<file path="src/rtl/cpu_pkg.sv">
// Shared pipeline-control types: stall FSM states, register address width
// and the forwarding-select encodings used by the EX-stage forwarding unit.
package cpu_pkg;

  localparam int REG_AW = 4;

  typedef enum logic [1:0] {
    RUN     = 2'd0,
    MC_WAIT = 2'd1,
    DRAIN   = 2'd2,
    HALTED  = 2'd3
  } stallState_t;

  localparam logic [1:0] FWD_MEM = 2'b00;
  localparam logic [1:0] FWD_WB  = 2'b01;
  localparam logic [1:0] FWD_RF  = 2'b11;

  // One ID source conflicts with the EX destination only when it is really read.
  function automatic logic srcHit(input logic rd, input logic [REG_AW-1:0] src,
                                  input logic [REG_AW-1:0] dst);
    return rd && (src == dst);
  endfunction

endpackage

</file>
<file path="src/rtl/lu_detect.sv">
// Load-use hazard detect: a load in EX whose destination is read by the ID
// instruction cannot be forwarded in time, so ID must wait one cycle.
module lu_detect #(
  parameter int REG_AW = cpu_pkg::REG_AW
) (
  input  logic [REG_AW-1:0] rdReg1,
  input  logic [REG_AW-1:0] rdReg2,
  input  logic              use1,
  input  logic              use2,
  input  logic [REG_AW-1:0] wrReg,
  input  logic              memRd,
  output logic              luHit
);
  import cpu_pkg::*;

  // Register 0 is not special-cased: a hit on r0 stalls like any other.
  assign luHit = memRd && (srcHit(use1, rdReg1, wrReg) || srcHit(use2, rdReg2, wrReg));

endmodule

</file>
<file path="src/rtl/pipe_stall_ctrl.sv">
// Pipeline stall/flush sequencer: load-use interlock, taken-branch flush,
// multi-cycle EX wait with timeout, and halt drain. Optional stall counter
// enabled by the STALL_PERF_EN macro.
//
// state   | meaning
// RUN     | normal issue; resolves branch/mc-start/load-use/halt by priority
// MC_WAIT | EX frozen waiting for mc_done, bounded by MC_MAX cycles
// DRAIN   | halt committed; letting EX/MEM/WB empty for DRAIN_CYC cycles
// HALTED  | core idle until resume
module pipe_stall_ctrl #(
  parameter int REG_AW    = cpu_pkg::REG_AW,
  parameter int MC_MAX    = 32,
  parameter int DRAIN_CYC = 3
) (
  input  logic              clk,
  input  logic              rst_n,
  input  logic [REG_AW-1:0] rdReg1_ID,
  input  logic [REG_AW-1:0] rdReg2_ID,
  input  logic              use1_ID,
  input  logic              use2_ID,
  input  logic [REG_AW-1:0] wrReg_EX,
  input  logic              memRd_EX,
  input  logic              branch_taken_EX,
  input  logic              mc_start_EX,
  input  logic              mc_done,
  input  logic              halt_ID,
  input  logic              resume,
  output logic              pc_we,
  output logic              ifid_we,
  output logic              ifid_flush,
  output logic              idex_bubble,
  output logic              ex_hold,
  output logic              halted,
  output logic              mc_timeout
`ifdef STALL_PERF_EN
  ,
  input  logic              perf_clr,
  output logic [15:0]       stall_cycles
`endif
);
  import cpu_pkg::*;

  localparam int CNT_MAX = (MC_MAX > DRAIN_CYC) ? MC_MAX : DRAIN_CYC;
  localparam int CNT_W   = $clog2(CNT_MAX + 1);
  localparam logic [CNT_W-1:0] MC_LAST    = CNT_W'(MC_MAX);
  localparam logic [CNT_W-1:0] DRAIN_LAST = CNT_W'(DRAIN_CYC - 1);
  localparam logic [CNT_W-1:0] CNT_ONE    = CNT_W'(1);

  stallState_t      stateQ, stateD;
  logic [CNT_W-1:0] cntQ, cntD;
  logic             timeoutQ, timeoutD;
  logic             luHit;

  lu_detect #(.REG_AW(REG_AW)) uLuDetect (
    .rdReg1 (rdReg1_ID),
    .rdReg2 (rdReg2_ID),
    .use1   (use1_ID),
    .use2   (use2_ID),
    .wrReg  (wrReg_EX),
    .memRd  (memRd_EX),
    .luHit  (luHit)
  );

  always_ff @(posedge clk) begin
    if (!rst_n) begin
      stateQ   <= RUN;
      cntQ     <= '0;
      timeoutQ <= 1'b0;
    end else begin
      stateQ   <= stateD;
      cntQ     <= cntD;
      timeoutQ <= timeoutD;
    end
  end

  always_comb begin
    stateD      = stateQ;
    cntD        = cntQ;
    timeoutD    = timeoutQ;
    pc_we       = 1'b0;
    ifid_we     = 1'b0;
    ifid_flush  = 1'b0;
    idex_bubble = 1'b0;
    ex_hold     = 1'b0;
    halted      = 1'b0;

    unique case (stateQ)
      RUN: begin
        // Branch squashes the younger load-use victim and any halt in ID.
        if (branch_taken_EX) begin
          pc_we       = 1'b1;
          ifid_flush  = 1'b1;
          idex_bubble = 1'b1;
        end else if (mc_start_EX) begin
          ex_hold = 1'b1;
          stateD  = MC_WAIT;
          cntD    = CNT_ONE;
        end else if (luHit) begin
          idex_bubble = 1'b1;
        end else if (halt_ID) begin
          ifid_flush = 1'b1;
          stateD     = DRAIN;
          cntD       = '0;
        end else begin
          pc_we   = 1'b1;
          ifid_we = 1'b1;
        end
      end

      MC_WAIT: begin
        if (mc_done) begin
          stateD = RUN;
        end else begin
          ex_hold = 1'b1;
          if (cntQ >= MC_LAST) begin
            timeoutD = 1'b1;
            stateD   = RUN;
          end else begin
            cntD = cntQ + CNT_ONE;
          end
        end
      end

      DRAIN: begin
        idex_bubble = 1'b1;
        if (cntQ >= DRAIN_LAST) begin
          stateD = HALTED;
        end else begin
          cntD = cntQ + CNT_ONE;
        end
      end

      HALTED: begin
        halted      = 1'b1;
        idex_bubble = 1'b1;
        if (resume) begin
          stateD = RUN;
        end
      end

      default: begin
        stateD = RUN;
      end
    endcase

    // While reset is held the pipe front end is frozen and flushed.
    if (!rst_n) begin
      pc_we       = 1'b0;
      ifid_we     = 1'b0;
      ifid_flush  = 1'b1;
      idex_bubble = 1'b1;
      ex_hold     = 1'b0;
      halted      = 1'b0;
    end
  end

  assign mc_timeout = timeoutQ;

`ifdef STALL_PERF_EN
  logic [15:0] stallQ;

  always_ff @(posedge clk) begin
    if (!rst_n || perf_clr) begin
      stallQ <= '0;
    end else if (!pc_we && (stateQ != HALTED) && (stallQ != 16'hFFFF)) begin
      stallQ <= stallQ + 16'd1;
    end
  end

  assign stall_cycles = stallQ;
`endif

endmodule

</file>
<file path="config.mk">
export PLATFORM = sky130hd
export DESIGN_NAME = pipe_stall_ctrl
export DESIGN_NICKNAME = d
export VERILOG_FILES = /design/src/rtl/cpu_pkg.sv /design/src/rtl/lu_detect.sv /design/src/rtl/pipe_stall_ctrl.sv
export SDC_FILE = /design/constraint.sdc
export NUM_CORES = 1
export LEC_CHECK = 0
export BUFFER_PORTS_ARGS = -buffer_cell sky130_fd_sc_hd__buf_2
export CAP_MARGIN = 20
export CORE_MARGIN = 2
export CORE_UTILIZATION = 52
export DETAILED_ROUTE_END_ITERATION = 16
export PLACE_DENSITY = 0.83
export SLEW_MARGIN = 20
export SYNTH_ARGS = -nofsm -noshare
export SYNTH_HDL_FRONTEND = slang
export SYNTH_SLANG_ARGS = --single-unit
</file>
<file path="constraint.sdc">
create_clock -name clk -period 4.8 [get_ports clk]
set_clock_uncertainty 0.05 [all_clocks]
set_input_delay 0 -clock clk [delete_from_list [all_inputs] [get_ports clk]]
set_output_delay 0 -clock clk [all_outputs]
set_load 0.01 [all_outputs]
</file>
==> flow_metrics.py, run 1 <==
metrics = {
    "critical_path": {
        "cp-end-kind": "output port",
        "start_kind": "register",
        "critPathMaxFanout": 14,
        "timing.critical_path.from": "stateQ[1]",
        "critical_path.endpoint": "idex_bubble",
        "path_class": "register to output port",
        "reg2reg_from": "stateQ[1]",
        "worstPathArrival_ns": 2.54,
        "reg2reg_depth": 7,
        "ff2ff_setup_slack_ns": 2.32,
        "timing.rr.end": "cntQ[5]",
        "cp.required_ns": 4.75,
    },
    "routing": {
        "drc_errors": 0,
        "vias": 878,
        "wire_per_inst_um": 12.5,
        "via_per_inst": 5.81,
        "drt_iter0_markers": 24,
        "drtAntennaViolNets": 0,
        "drt_wl_total_mm": 1.89,
        "drtPass1Iterations": 4,
    },
    "clocking": {
        "clock_sinks": 9,
        "clkSlewWorstSetupHoldPaths_ns": 0.07,
        "tritoncts": "built",
        "cts_root_buf": "clkbuf_4",
        "cts-resized-gates": 0,
        "htree_levels": 1,
        "cts_buffer_depth": 2,
        "cts_setup_buffers": 0,
        "ctsHoldBuffers": 0,
        "cts_buffers": 3,
        "insertion_delay_ns": 0.26,
    },
    "floorplanning": {
        "ios": 29,
        "dieHeight_um": 44.1,
        "core-area_sq_um": 1510,
        "initial_core_util_pct": 55.6,
        "num_rows": 14,
        "die_area_sq_um": 1950,
        "die_w_um": 44.1,
    },
    "cells_and_area": {
        "fin_cells": 151,
        "nets": 165,
        "diodes": 0,
        "drive_above_1_share_pct": 24.4,
        "area_growth_pct": 20.2,
    },
    "synthesis": {
        "synth.avg_cell_area_sq_um": 7.82,
        "synth_common_cells": "dfxtp_1, nand3_1, xnor2_1",
        "seq_area_frac_synth_pct": 21.5,
        "synth_most_common_cell": "dfxtp_1",
        "synthTopCellsByArea": "dfxtp_1, ha_1, xnor2_1",
        "synth.largest_area_cell": "dfxtp_1",
        "netlist_area_sq_um": 837,
        "synth_edf_count": 0,
        "yosys_warnings": 0,
        "syn_inst": 107,
        "ys.flop_type": "dfxtp_1",
        "ys_types": 36,
        "yosys.area.top_type_share_pct": 21.5,
        "synth_nets": 136,
        "synth-async-reset-ratio_pct": 0,
        "yosys_register_bits": 9,
    },
    "sta": {
        "max_freq_mhz": 387,
        "final_max_slew_viol_count": 0,
        "setup_tns_ns": 0,
        "setup_viol": 0,
        "rsz0062_at_grt": "false",
        "worst_pin_slew_ns": 0.939,
        "min_period_ns": 2.59,
        "hold_violations": 0,
        "fin_crit_sh_pct": 53.9,
        "slew_headroom_pct": 37.4,
    },
    "power": {
        "ir_drop_mv": 0.164,
        "p_per_area_nw_per_um2": 346,
        "leakagePower_nw": 0.422,
    },
    "placement": {
        "place_inst": 147,
        "place.gp.congestion": 0.772,
        "io_buffer_count": 28,
        "hpwl_mm": 1.48,
    },
    "global_routing": {
        "grt_pass1_vias": 760,
        "grt.overflow.total": 0,
        "gr-usage-all-layers_pct": 20.5,
        "grt_max_degree": 17,
        "grt_first_pass_wirelength_mm": 3.00,
        "antenna_found_initial": 0,
    },
    "status": {
        "status": "complete, no violations",
    },
    "min_path": {
        "hp-class": "primary input to register",
    },
    "job": {
        "maxCapViolCount": 0,
    },
}
stage by stage:
| step | total power, W | instance area [sq um] | util [%] | setup slack (ns) | hold slack (ns) |
|---|---|---|---|---|---|
| after global routing | 0.000376 | 1010 | 66.8 | 1.99 | 0.0510 |
| after detailed placement | 0.000286 | 980 | 65.0 | 2.38 | 0.291 |
| after global placement | 0.000281 | 980 | 65.0 | 2.47 | 0.273 |
| after floorplan | 0.000241 | 837 | - | 2.90 | 0.0933 |
| final | 0.000348 | 1010 | 66.8 | 2.21 | 0.0206 |
| after CTS | 0.000346 | 1010 | 66.8 | 2.27 | 0.0246 |
cells in the final DEF (no fill, tap or decap), types with 2 or more instances in the layout:
master / instances
inv_1: 7
nand3_1: 8
o211ai_1: 3
o31a_1: 3
o21ai_1: 3
clkbuf_4: 3
nor2_1: 6
nand2b_1: 3
nand4_1: 2
o21ai_0: 6
nand2_1: 5
nor2b_1: 3
xnor2_1: 8
buf_2: 28
nor4_1: 2
ha_1: 7
o21a_1: 5
dfxtp_1: 9
o22ai_1: 3
and2_1: 3
o311ai_0: 2
layout make-up:
| cell class | count | area (sq um) |
|---|---|---|
| Multi-Input combinational cell | 87 | 613 |
| Fill cell | 146 | 500 |
| Sequential cell | 9 | 180 |
| Timing Repair Buffer | 28 | 140 |
| Clock buffer | 4 | 26.3 |
| Inverter | 7 | 26.3 |
| Tap cell | 16 | 20.0 |
registers in the layout, indices dropped and copies added (netlist names):
| signal | flops |
|---|---|
| cntQ | 6 |
| mc_timeout | 1 |
| stateQ | 2 |
metal layers:
layer	global-route usage (%)	vias up	part of all wire, %
li1	-	451	-
met1	23.3	397	46
met2	37.9	28	48
met3	2.45	2	4.8
met4	9.09	0	1.0
met5	0	-	0
kinds of logic (layout without fill, tap and decap cells):
logic type	Yosys count	in the layout	synth area share, %
DFF	9	9	21.5
and+or+nand+nor	42	42	29.7
xor gates and xnor gates	8	8	8.37
buffers and inverters	11	39	5.23
adders and majority gates	7	7	10.5
AOI/OAI and AO/OA	30	30	24.7
worst min path at each step:
stage	startpoint	end	slack, ns	cells past startpoint
6_report	mc_done	mc_timeout	0.02	4
5_1_grt	mc_done	mc_timeout	0.05	4
4_1_cts	mc_done	mc_timeout	0.02	4
3_5_place_dp	mc_done	mc_timeout	0.29	4
3_3_place_gp	mc_done	mc_timeout	0.27	4
2_1_floorplan	branch_taken_EX	ifid_we	0.09	3
critical path: stages (launching register included):
cell and delay [ns]:
dfxtp_1 0.35, inv_1 0.11, ha_1 0.29, and2b_1 0.26, nand4_1 0.11, o22ai_1 0.74
nor4b_1 0.11, o21ai_0 0.17, buf_2 0.15
power breakdown:
| group | switching (W) | leakage (nW) | internal, W | total [W] |
|---|---|---|---|---|
| Clock | 0.0000290 | 0.0150 | 0.0000321 | 0.0000611 |
| Combinational | 0.000108 | 0.334 | 0.0000830 | 0.000191 |
| Sequential | 0.0000114 | 0.0732 | 0.0000852 | 0.0000966 |
| Total | 0.000148 | 0.422 | 0.000200 | 0.000348 |
No activity file was read; power rests on OpenSTA's default activity.
==> inputs of run 2 (changes only) <==
- CORE_UTILIZATION: 52 -> 49
- PLACE_DENSITY: 0.83 -> 0.78
- clock period: 4.8 -> 2.5 ns (I/O delays scaled with it)
==> flow_metrics.py, run 2 (synthesis gave the netlist of run 1 again) <==
metrics = {
    "status": {
        "status": "complete, no violations",
    },
    "floorplanning": {
        "core-area_sq_um": 1560,
        "initial_core_util_pct": 53.7,
        "die_area_sq_um": 2050,
        "ios": 29,
        "die_w_um": 45.3,
        "dieHeight_um": 45.3,
        "num_rows": 14,
    },
    "cells_and_area": {
        "nFillCells": 159,
        "nets": 166,
        "drive_above_1_share_pct": 25.0,
        "diodes": 0,
        "final_util_pct": 65.0,
        "final_common_cell": "buf_2",
        "layout_common_cells": "buf_2, dfxtp_1, xnor2_1, nand3_1",
        "top_register": "cntQ",
        "area_growth_pct": 21.1,
        "largest_reg_flops": 6,
    },
    "clocking": {
        "cts_root_buf": "clkbuf_4",
        "clock_sinks": 9,
        "cts_buffer_depth": 2,
        "htree_levels": 1,
        "clkSlewWorstSetupHoldPaths_ns": 0.06,
        "insertion_delay_ns": 0.26,
        "tritoncts": "built",
        "cts-resized-gates": 0,
        "cts_buffers": 3,
        "ctsHoldBuffers": 0,
        "cts_setup_buffers": 0,
    },
    "sta": {
        "worst_pin_slew_ns": 0.382,
        "fin_ws_ns": 0.257,
        "min_period_ns": 2.24,
        "rsz0062_at_grt": "false",
        "max_freq_mhz": 446,
        "setup_viol": 0,
        "final_max_slew_viol_count": 0,
        "setup_tns_ns": 0,
        "hold_violations": 0,
        "slew_headroom_pct": 73.9,
        "fin_crit_sh_pct": 89.7,
    },
    "placement": {
        "io_buffer_count": 28,
        "post-place-ws_ns": 0.296,
        "place.gp.congestion": 0.774,
        "hpwl_mm": 1.46,
    },
    "global_routing": {
        "use_met1_pct": 24.8,
        "grt.overflow.total": 0,
        "antenna_found_initial": 0,
        "grtUsageMet3_pct": 8.40,
        "gr-usage-all-layers_pct": 21.8,
        "grt_max_degree": 17,
        "busiest_layer": "met2",
        "use_met2_pct": 38.6,
        "grt_first_pass_wirelength_mm": 3.29,
        "grt_pass1_vias": 832,
    },
    "job": {
        "maxCapViolCount": 0,
    },
    "critical_path": {
        "cp.required_ns": 2.61,
        "start_kind": "register",
        "cp_slowest_cell": "dfxtp_1",
        "path_class": "register to register",
        "critPathMaxStageDelay_ns": 0.34,
        "cp_cell_sequence": "inv_1, ha_1, and2b_1, nand4_1, o22ai_1, buf_4, and4bb_2, o21a_1",
        "worstPathArrival_ns": 2.36,
        "critPathMaxFanout": 10,
        "cp-end-kind": "register",
    },
    "routing": {
        "drc_errors": 0,
        "drtPass1Iterations": 4,
        "wire_per_inst_um": 12.5,
        "drt_wl_total_mm": 1.90,
        "vias": 878,
        "drt_iter0_markers": 18,
        "via_per_inst": 5.78,
        "drtAntennaViolNets": 0,
    },
    "power": {
        "p_per_area_nw_per_um2": 663,
        "leakagePower_nw": 0.428,
        "ir_drop_mv": 0.385,
    },
    "min_path": {
        "hp-class": "primary input to register",
    },
}
## run 2: cell types whose count changed in the layout (fill, tap and decap cells not counted), sizes merged
cell / before / now
buf: 28 / 29
## run 2: worst paths after layout
path	start	end	slack, ns	cells after the start
setup / recovery	stateQ[1]	cntQ[5]	0.26	8
hold / removal	mc_done	mc_timeout	0.02	4
setup reg to reg	stateQ[1]	cntQ[5]	0.26	8
hold reg to reg	mc_timeout	mc_timeout	0.42	2
## run 2: area by class of cell
class	count	area [sq um]	area share, %
Multi-Input combinational cell	87	613	60.5
Clock buffer	4	26.3	2.59
Sequential cell	9	180	17.8
Timing Repair Buffer	29	148	14.6
Inverter	7	26.3	2.59
Tap cell	16	20.0	1.98
## run 2: per-stage QoR
stage | hold slack [ns] | instance area [sq um] | cells | power (W)
6_report | 0.0184 | 1010 | 152 | 0.000671
5_1_grt | 0.0542 | 1010 | 152 | 0.000732
4_1_cts | 0.0194 | 1010 | 152 | 0.000672
3_5_place_dp | 0.289 | 987 | 148 | 0.000551
3_3_place_gp | 0.272 | 987 | 148 | 0.000542
2_1_floorplan | 0.0933 | 837 | 107 | 0.000463
## run 2: per-layer routing
metal	routed length, um	share of wire, %
met1	896	47
met2	853	45
met3	141	7.4
met4	11	0.58
met5	0	0
## run 2: critical path, delay by kind of cell (launching register included)
family          cells  cell delay, ns
simple gates        3            0.60
flops               1            0.34
buf+inv             2            0.35
compound gates      2            0.50
fa+ha+maj           1            0.29
## run 2: where the power goes
| part | switching (W) | internal (W) | total, W |
|---|---|---|---|
| Combinational | 0.000210 | 0.000160 | 0.000369 |
| Clock | 0.0000540 | 0.0000617 | 0.000116 |
| Sequential | 0.0000226 | 0.000164 | 0.000186 |
==> inputs of run 3 (changes only) <==
- BUFFER_PORTS_ARGS: -buffer_cell sky130_fd_sc_hd__buf_2 -> -buffer_cell sky130_fd_sc_hd__buf_4
- SYNTH_HIERARCHICAL: not set -> 1
==> flow_metrics.py, run 3 <==
metrics = {
    "power": {
        "p_per_area_nw_per_um2": 846,
        "leakagePower_nw": 0.493,
        "ir_drop_mv": 0.551,
    },
    "synthesis": {
        "yosys_warnings": 6,
        "ys.flop_type": "dfxtp_1",
        "netlist_area_sq_um": 886,
        "synthTopCellsByArea": "dfxtp_1, ha_1, xor2_1",
        "synth.avg_cell_area_sq_um": 8.20,
        "yosys.area.top_type_share_pct": 20.3,
        "synth_nets": 137,
        "seq_area_frac_synth_pct": 20.3,
        "syn_inst": 108,
        "synth_common_cells": "dfxtp_1, nand2_1, inv_1",
        "synth.largest_area_cell": "dfxtp_1",
        "ys_types": 39,
        "synth-async-reset-ratio_pct": 0,
        "yosys_register_bits": 9,
        "synth_edf_count": 0,
    },
    "critical_path": {
        "cp_cell_sequence": "inv_1, ha_1, inv_1, a21oi_1, nor3_1, o21ai_1, buf_4",
        "worstPathArrival_ns": 1.75,
        "cpMostUsedCell": "inv_1",
        "crit_buf_inv": 3,
        "path_class": "register to output port",
        "start_kind": "register",
        "cpLargestDelayFamily": "adder cells",
        "critPathMaxFanout": 14,
        "cp-end-kind": "output port",
        "cp_slowest_cell": "ha_1",
        "cp.depth": 7,
        "reg2reg_depth": 6,
        "cp.required_ns": 2.45,
        "critPathMaxStageDelay_ns": 0.43,
    },
    "routing": {
        "drtPass1Iterations": 4,
        "vias": 895,
        "via_per_inst": 5.52,
        "drtAntennaViolNets": 0,
        "drt_wl_total_mm": 2.13,
        "drt_iter0_markers": 14,
        "wire_per_inst_um": 13.1,
        "drc_errors": 0,
    },
    "sta": {
        "worst_pin_slew_ns": 0.423,
        "slew_headroom_pct": 71.1,
        "min_period_ns": 1.80,
        "fin_crit_sh_pct": 72.2,
        "max_freq_mhz": 554,
        "setup_tns_ns": 0,
        "hold_violations": 0,
        "rsz0062_at_grt": "false",
        "final_max_slew_viol_count": 0,
        "setup_viol": 0,
    },
    "cells_and_area": {
        "area_growth_pct": 27.7,
        "largest_reg_flops": 6,
        "layout_common_cells": "buf_4, nand2_1, dfxtp_1",
        "drive_above_1_share_pct": 27.7,
        "final_common_cell": "buf_4",
        "diodes": 0,
        "top_register": "cntQ",
        "final_util_pct": 66.2,
        "nets": 167,
    },
    "clocking": {
        "cts-resized-gates": 0,
        "cts_buffers": 3,
        "clock_sinks": 9,
        "ctsHoldBuffers": 0,
        "cts_setup_buffers": 0,
        "insertion_delay_ns": 0.28,
        "htree_levels": 1,
        "cts_buffer_depth": 2,
        "tritoncts": "built",
        "clkSlewWorstSetupHoldPaths_ns": 0.06,
        "cts_root_buf": "clkbuf_4",
    },
    "status": {
        "status": "complete, no violations",
    },
    "floorplanning": {
        "core-area_sq_um": 1710,
        "die_area_sq_um": 2160,
        "ios": 29,
        "die_w_um": 46.5,
        "dieHeight_um": 46.5,
        "initial_core_util_pct": 51.9,
        "num_rows": 15,
    },
    "global_routing": {
        "grt_first_pass_wirelength_mm": 3.38,
        "grt_pass1_vias": 787,
        "grtUsageMet3_pct": 5.88,
        "busiest_layer": "met2",
        "grt.overflow.total": 0,
        "antenna_found_initial": 0,
        "grt_max_degree": 16,
        "use_met1_pct": 26.7,
        "use_met2_pct": 36.9,
        "gr-usage-all-layers_pct": 21.9,
    },
    "placement": {
        "io_buffer_count": 28,
        "hpwl_mm": 1.63,
        "place.gp.congestion": 0.880,
    },
    "min_path": {
        "hp-class": "primary input to register",
        "hold_depth": 4,
    },
    "job": {
        "maxCapViolCount": 0,
    },
}
[run 3: changes by cell type after synthesis, moves of 3 or more]
cell / change
xnor2_1: -6
o21a_1: -4
a211oi_1: +6
o31a_1: -3
xor2_1: +6
o32ai_1: +5
or3_1: +4
nand3_1: -5
o22ai_1: -3
nand2_1: +4
[run 3: path summary, 6_finish.rpt]
kind	from	end	slack [ns]
max	stateQ[1]	idex_bubble	0.70
min reg2reg	mc_timeout	mc_timeout	0.44
min	mc_done	mc_timeout	0.007
max reg2reg	stateQ[0]	cntQ[2]	0.71
[run 3: cell type report]
| class | instances | area, sq um |
|---|---|---|
| Multi-Input combinational cell | 88 | 652 |
| Fill cell | 137 | 577 |
| Timing Repair Buffer | 28 | 210 |
| Sequential cell | 9 | 180 |
| Tap cell | 25 | 31.3 |
| Inverter | 8 | 30.0 |
| Clock buffer | 3 | 22.5 |
| Clock inverter | 1 | 5.00 |
[run 3: per-stage QoR]
step / setup slack, ns / instance area, sq um / power, W / hold slack (ns) / cells
2_1_floorplan: 0.882 / 886 / 0.000679 / 0.00440 / 108
3_3_place_gp: 0.739 / 1100 / 0.000831 / 0.226 / 158
3_5_place_dp: 0.727 / 1100 / 0.000839 / 0.228 / 158
4_1_cts: 0.694 / 1130 / 0.000963 / 0.000935 / 162
5_1_grt: 0.547 / 1130 / 0.00104 / 0.0311 / 162
6_report: 0.695 / 1130 / 0.000957 / 0.00740 / 162
[run 3: cell families after synthesis]
logic type	Yosys count	synth area share, %
AOI/OAI and AO/OA	32	29.4
xor gates and xnor gates	8	7.91
adders and majority gates	7	9.89
buffers and inverters	11	6.07
DFF	9	20.3
muxes	1	1.13
and+or+nand+nor	40	25.3
[run 3: layer usage]
layer | share of wire (%) | vias up | routed length [um]
met2 | 47 | 24 | 995
met5 | 0 | - | 0
met3 | 5.5 | 5 | 116
li1 | - | 460 | -
met4 | 1.3 | 0 | 27
met1 | 46 | 406 | 986
[run 3: report_power, final]
group	internal [W]	total, W	switching, W
Clock	0.0000594	0.000120	0.0000602
Combinational	0.000282	0.000634	0.000352
Sequential	0.000173	0.000204	0.0000311
Total	0.000514	0.000957	0.000443
[run 3: worst min-delay path, stage by stage]
cell and delay (ns):
buf_4 0.12, inv_1 0.04, a31oi_1 0.07, nor2_1 0.07
